<file path="src/rtl/mfp_ahb_input_reader.sv">
`default_nettype none
// +--------------------------------------------------------------------------+
// | mfp_ahb_input_reader                                                     |
// | AHB-Lite slave: debounced switches/buttons, sticky press flags, IRQ.     |
// | Revision: 1.0                                                            |
// +--------------------------------------------------------------------------+
module mfp_ahb_input_reader #(
  parameter int NSW             = 16,
  parameter int NBTN            = 5,
  parameter int DEBOUNCE_CYCLES = 250000
) (
  input  logic            HCLK,
  input  logic            HRESETn,
  input  logic [3:0]      HADDR,
  input  logic [1:0]      HTRANS,
  input  logic            HWRITE,
  input  logic            HSEL,
  input  logic [31:0]     HWDATA,
  output logic [31:0]     HRDATA,
  input  logic [NSW-1:0]  IO_SW,
  input  logic [NBTN-1:0] IO_PB,
  output logic            IO_PB_IRQ
);

  localparam int CNT_W = (DEBOUNCE_CYCLES > 2) ? $clog2(DEBOUNCE_CYCLES) : 1;
  localparam logic [CNT_W-1:0] c_cnt_max = CNT_W'(DEBOUNCE_CYCLES - 1);
  localparam logic [CNT_W-1:0] c_cnt_one = CNT_W'(1);

  localparam logic [3:0] c_idx_sw   = 4'd0;
  localparam logic [3:0] c_idx_pb   = 4'd1;
  localparam logic [3:0] c_idx_evt  = 4'd2;
  localparam logic [3:0] c_idx_mask = 4'd3;

  logic [CNT_W-1:0] r_cnt;
  logic             w_tick;

  logic [NSW-1:0]  r_sw_meta, r_sw_sync, r_sw_samp, r_sw_stable;
  logic [NBTN-1:0] r_pb_meta, r_pb_sync, r_pb_samp, r_pb_stable;
  logic [NBTN-1:0] r_pb_stable_d, r_pb_rise;
  logic [NBTN-1:0] r_pb_evt, r_pb_mask;
  logic            r_irq;

  logic            r_dp_valid;
  logic            r_write;
  logic [3:0]      r_addr;

  logic [NSW-1:0]  w_sw_eq;
  logic [NBTN-1:0] w_pb_eq;
  logic            w_wr;
  logic [NBTN-1:0] w_evt_clr;
  logic [31:0]     w_rdata;
  logic            w_unused;

  assign w_tick = (r_cnt == c_cnt_max);

  always_ff @(posedge HCLK or negedge HRESETn) begin
    if (!HRESETn) begin
      r_cnt <= '0;
    end else if (w_tick) begin
      r_cnt <= '0;
    end else begin
      r_cnt <= r_cnt + c_cnt_one;
    end
  end

  always_ff @(posedge HCLK or negedge HRESETn) begin
    if (!HRESETn) begin
      r_sw_meta <= '0;
      r_sw_sync <= '0;
      r_pb_meta <= '0;
      r_pb_sync <= '0;
    end else begin
      r_sw_meta <= IO_SW;
      r_sw_sync <= r_sw_meta;
      r_pb_meta <= IO_PB;
      r_pb_sync <= r_pb_meta;
    end
  end

  // A bit propagates to stable only when it matches at two consecutive ticks.
  assign w_sw_eq = ~(r_sw_sync ^ r_sw_samp);
  assign w_pb_eq = ~(r_pb_sync ^ r_pb_samp);

  always_ff @(posedge HCLK or negedge HRESETn) begin
    if (!HRESETn) begin
      r_sw_samp   <= '0;
      r_sw_stable <= '0;
      r_pb_samp   <= '0;
      r_pb_stable <= '0;
    end else if (w_tick) begin
      r_sw_samp   <= r_sw_sync;
      r_sw_stable <= (r_sw_stable & ~w_sw_eq) | (r_sw_sync & w_sw_eq);
      r_pb_samp   <= r_pb_sync;
      r_pb_stable <= (r_pb_stable & ~w_pb_eq) | (r_pb_sync & w_pb_eq);
    end
  end

  always_ff @(posedge HCLK or negedge HRESETn) begin
    if (!HRESETn) begin
      r_dp_valid <= 1'b0;
      r_write    <= 1'b0;
      r_addr     <= '0;
    end else begin
      r_dp_valid <= HSEL & HTRANS[1];
      if (HSEL && HTRANS[1]) begin
        r_write <= HWRITE;
        r_addr  <= HADDR;
      end
    end
  end

  assign w_wr      = r_dp_valid & r_write;
  assign w_evt_clr = (w_wr && (r_addr == c_idx_evt)) ? HWDATA[NBTN-1:0] : '0;

  // Set is applied after the clear so a coincident press is never lost.
  always_ff @(posedge HCLK or negedge HRESETn) begin
    if (!HRESETn) begin
      r_pb_stable_d <= '0;
      r_pb_rise     <= '0;
      r_pb_evt      <= '0;
      r_pb_mask     <= '0;
      r_irq         <= 1'b0;
    end else begin
      r_pb_stable_d <= r_pb_stable;
      r_pb_rise     <= r_pb_stable & ~r_pb_stable_d;
      r_pb_evt      <= (r_pb_evt & ~w_evt_clr) | r_pb_rise;
      if (w_wr && (r_addr == c_idx_mask)) begin
        r_pb_mask <= HWDATA[NBTN-1:0];
      end
      r_irq <= |(r_pb_evt & r_pb_mask);
    end
  end

  always_comb begin
    w_rdata = '0;
    if (r_dp_valid && !r_write) begin
      case (r_addr)
        c_idx_sw:   w_rdata[NSW-1:0]  = r_sw_stable;
        c_idx_pb:   w_rdata[NBTN-1:0] = r_pb_stable;
        c_idx_evt:  w_rdata[NBTN-1:0] = r_pb_evt;
        c_idx_mask: w_rdata[NBTN-1:0] = r_pb_mask;
        default:    w_rdata = '0;
      endcase
    end
  end

  assign HRDATA    = w_rdata;
  assign IO_PB_IRQ = r_irq;
  assign w_unused  = ^{HWDATA, HTRANS[0]};

endmodule
`default_nettype wire

</file>
<file path="config.mk">
export PLATFORM = sky130hd
export DESIGN_NAME = mfp_ahb_input_reader
export DESIGN_NICKNAME = d
export VERILOG_FILES = /design/src/rtl/mfp_ahb_input_reader.sv
export SDC_FILE = /design/constraint.sdc
export NUM_CORES = 1
export LEC_CHECK = 0
export ABC_AREA = 1
export BUFFER_PORTS_ARGS = -buffer_cell sky130_fd_sc_hd__buf_2
export CORE_UTILIZATION = 32
export CTS_CLUSTER_SIZE = 28
export DETAILED_ROUTE_END_ITERATION = 12
export SLEW_MARGIN = 15
export SYNTH_ARGS = -nofsm -noshare
export SYNTH_HDL_FRONTEND = slang
export SYNTH_SLANG_ARGS = --single-unit
export TNS_END_PERCENT = 10
</file>
<file path="constraint.sdc">
create_clock -name HCLK -period 1.8 [get_ports HCLK]
set_clock_uncertainty 0.15 [all_clocks]
set_input_delay 0.36 -clock HCLK [delete_from_list [all_inputs] [get_ports HCLK]]
set_output_delay 0.36 -clock HCLK [all_outputs]
set_load 0.02 [all_outputs]
</file>
==> out/results.txt <==
TritonCTS clock tree - built
Yosys reg bits - 129
Placed wire-length estimate - 7343 um
# setup viols final - 16
Global-route wire length before repair - 18490 um
Cell variety after synth - 31
Max VDD drop - 696.7 uV
Tot GR Track Use - 13.33%
Clock buffer depth - 2
Pin count of the biggest net entering global routing - 42
Final Hold Vio Count - 0
CP Max Fanout - 6
Post-synth ARST share - 100.0%
Die area - 17770 um2
Pwr dens - 928.0 nW/um2
RSZ-0062 raised after global routing - yes
Sw Share - 23.00%
Clock power frac - 46.1%
Count of max-cap constraint violations - 0
Vias - 3933
Avg Inst Size Synth - 9.210 um2
Dpl cell area - 6271 um2
Netlist Area Pre-Place - 5517 um2
Pre-antenna DRT Iters - 4
Wire per inst - 11.27 um
Crit. Startpoint - r_addr[2]
Ys Warns - 0
CTS sink cnt - 129
Antenna-violating nets left - 0
Area fraction of the dominant cell type after synthesis - 58.52%
IO Pins - 96
Clock period minus worst slack - 2.210 ns
CP startpoint kind - flip-flop
R2R Setup Slk - 0.12 ns
IO buf count - 51
Clock Tree Root - clkbuf_16
Tcrit/Tclk final - 122.8%
Initial core utilization - 33.03%
Synth area leader - dfrtp_1
Global placement routability congestion - 0.8300
Number of global-route vias before repair - 4034
DRC violations left - 0
Initial antenna violation count - 0
Failing checks - negative setup slack
Via density - 4.193
Leakage power - 3.706 nW
Synth top area cells - dfrtp_1 59%, nand2_1 10%, inv_1 6.2%
Reg power frac - 46.5%
Status - finished, violations left
Max frequency - 452.5 MHz
Worst EP required - 1.29 ns
Crit path arrival time - 1.70 ns
Setup CP Type - flip-flop to output pin
Post-route design area - 7233 um2
Routed WL - 10570 um
Final Slew Violations - 0
CTS HTree Levels - 4
Pint - 5.168 mW
CTS Buf Count - 17
Reg-to-Reg Start - r_cnt[0]
Net Sw Power - 1.544 mW
Post-route setup slack - -0.4097 ns
Post-synth EDFFs - 0
Diodes inserted - 0
Overflow after GRT - 0
Core area - 16700 um2
Die outline width - 133.3 um
Crit. End Element - output pin
Share of cells above drive strength 1 - 21.59%
Cells on worst reg2reg path - 6
HP Class - input pin to flip-flop
Sequential share of the synthesized area - 58.52%
Gate Count Post-Synth - 599
Reg clk slew, reported paths - 0.05 ns
Die H - 133.3 um
Worst slack, placed - -0.04175 ns
Fill count - 1629
Worst Setup EP - HRDATA[0]
Clk Latency, worst-skew pair - 0.42 ns
Combinational share of power - 7.4%
Area growth syn-to-layout - 31.12%
Core Rows - 47
Layout net count - 770
Initial DRC count - 164
Number of cells on the worst hold path - 3
Top FF cell, synth - dfrtp_1
Reg-to-Reg End - r_sw_samp[5]
how the worst min path moves through the flow:
stage	slack, ns	end	from
floorplan	-0.09	IO_PB_IRQ	HRESETn
global placement	0.12	r_sw_meta[7]	HRESETn
detailed placement	0.13	r_sw_meta[7]	HRESETn
CTS	0.003	r_addr[0]	HADDR[0]
global route	0.05	r_addr[1]	HADDR[1]
finish	0.02	r_addr[1]	HADDR[1]
timing repair:
item	4_1_cts	5_1_grt
gates resized for setup	45	7
hold buffers	25	0
endpoints found under the hold margin	68	0
setup endpoints to repair	16	17
setup buffers	0	1
pin swaps	2	4
area by class of cell:
type / instances / area, um2 / area share (%)
Sequential cell: 129 / 3228 / 44.63
Multi-Input combinational cell: 364 / 1952 / 26.98
Timing Repair Buffer: 100 / 884.6 / 12.23
Clock buffer: 27 / 513.0 / 7.092
Inverter: 94 / 355.3 / 4.913
Tap cell: 220 / 275.3 / 3.806
Clock inverter: 4 / 25.02 / 0.3460
per-stage QoR:
stage          hold WS (ns)  setup TNS (ns)  util, %  instances  total power [mW]
2_1_floorplan      -0.08559               0        -        614             3.398
3_3_place_gp         0.1194        -0.03392    37.55        881             3.575
3_5_place_dp         0.1257         -0.1068    37.55        881             3.586
4_1_cts            0.002976          -5.209    43.09        937             6.805
5_1_grt             0.04914          -6.132    43.31        938             7.020
6_report            0.02318          -4.664    43.31        938             6.712
cell families (layout without fill, tap and decap cells):
family | after synthesis | after routing | share of synthesized area, %
simple gates | 293 | 293 | 25.06
buf+inv | 121 | 225 | 10.43
flops | 129 | 129 | 58.52
xor+xnor | 9 | 9 | 1.429
fa+ha+maj | 1 | 1 | 0.2268
other cells | 1 | 16 | 0.06798
compound gates | 45 | 45 | 4.264
cells in the final DEF, fill, tap and decap left out, drive strengths merged:
master         n
clkinvlp       2
nand3b         1
nand3         33
clkinv         2
and2          22
nor3          12
nor2          61
dlygate4sd3   25
nand4          7
o21ai         21
clkbuf        27
a21oi         20
o21bai         2
dfrtp        129
o22ai          1
buf           75
inv           94
xor2           7
conb          16
xnor2          2
a221oi         1
ha             1
nand2        157
routing by layer:
layer,global-route usage (%),wire [um]
met1,16.30,4944
met5,0,0
met4,4.987,103
met2,21.99,5130
met3,4.186,388
critical path, stage by stage (launching register included):
cell and delay [ns]:
dfrtp_1 0.40, nor2_4 0.16, buf_6 0.15, buf_6 0.09
nand4_1 0.06, o21ai_1 0.13, nor2_1 0.09, nor2_2 0.08
buf_4 0.14
synth_stat cells, types with 2 or more instances:
| master | count |
|---|---|
| nand2_1 | 152 |
| dfrtp_1 | 129 |
| inv_1 | 91 |
| nor2_1 | 52 |
| and2_1 | 22 |
| nand3_1 | 21 |
| o21ai_0 | 21 |
| a21oi_1 | 20 |
| buf_4 | 17 |
| nor3_1 | 12 |
| nand3_2 | 11 |
| nand4_1 | 7 |
| xor2_1 | 7 |
| buf_6 | 6 |
| nand2_2 | 4 |
| nor2_2 | 4 |
| inv_2 | 3 |
| nor2_4 | 3 |
| clkbuf_1 | 2 |
| nor2_8 | 2 |
| o21bai_1 | 2 |
| xnor2_1 | 2 |
power groups by stage:
stage                     logic, mW  registers (mW)  clock network (mW)
after floorplan               0.251            3.15                   0
after global placement        0.413            3.16                   0
after detailed placement      0.420            3.17                   0
after CTS                     0.492            3.12                3.19
after global routing          0.568            3.14                3.32
final                         0.499            3.12                3.09
No activity file was read; power rests on OpenSTA's default activity.
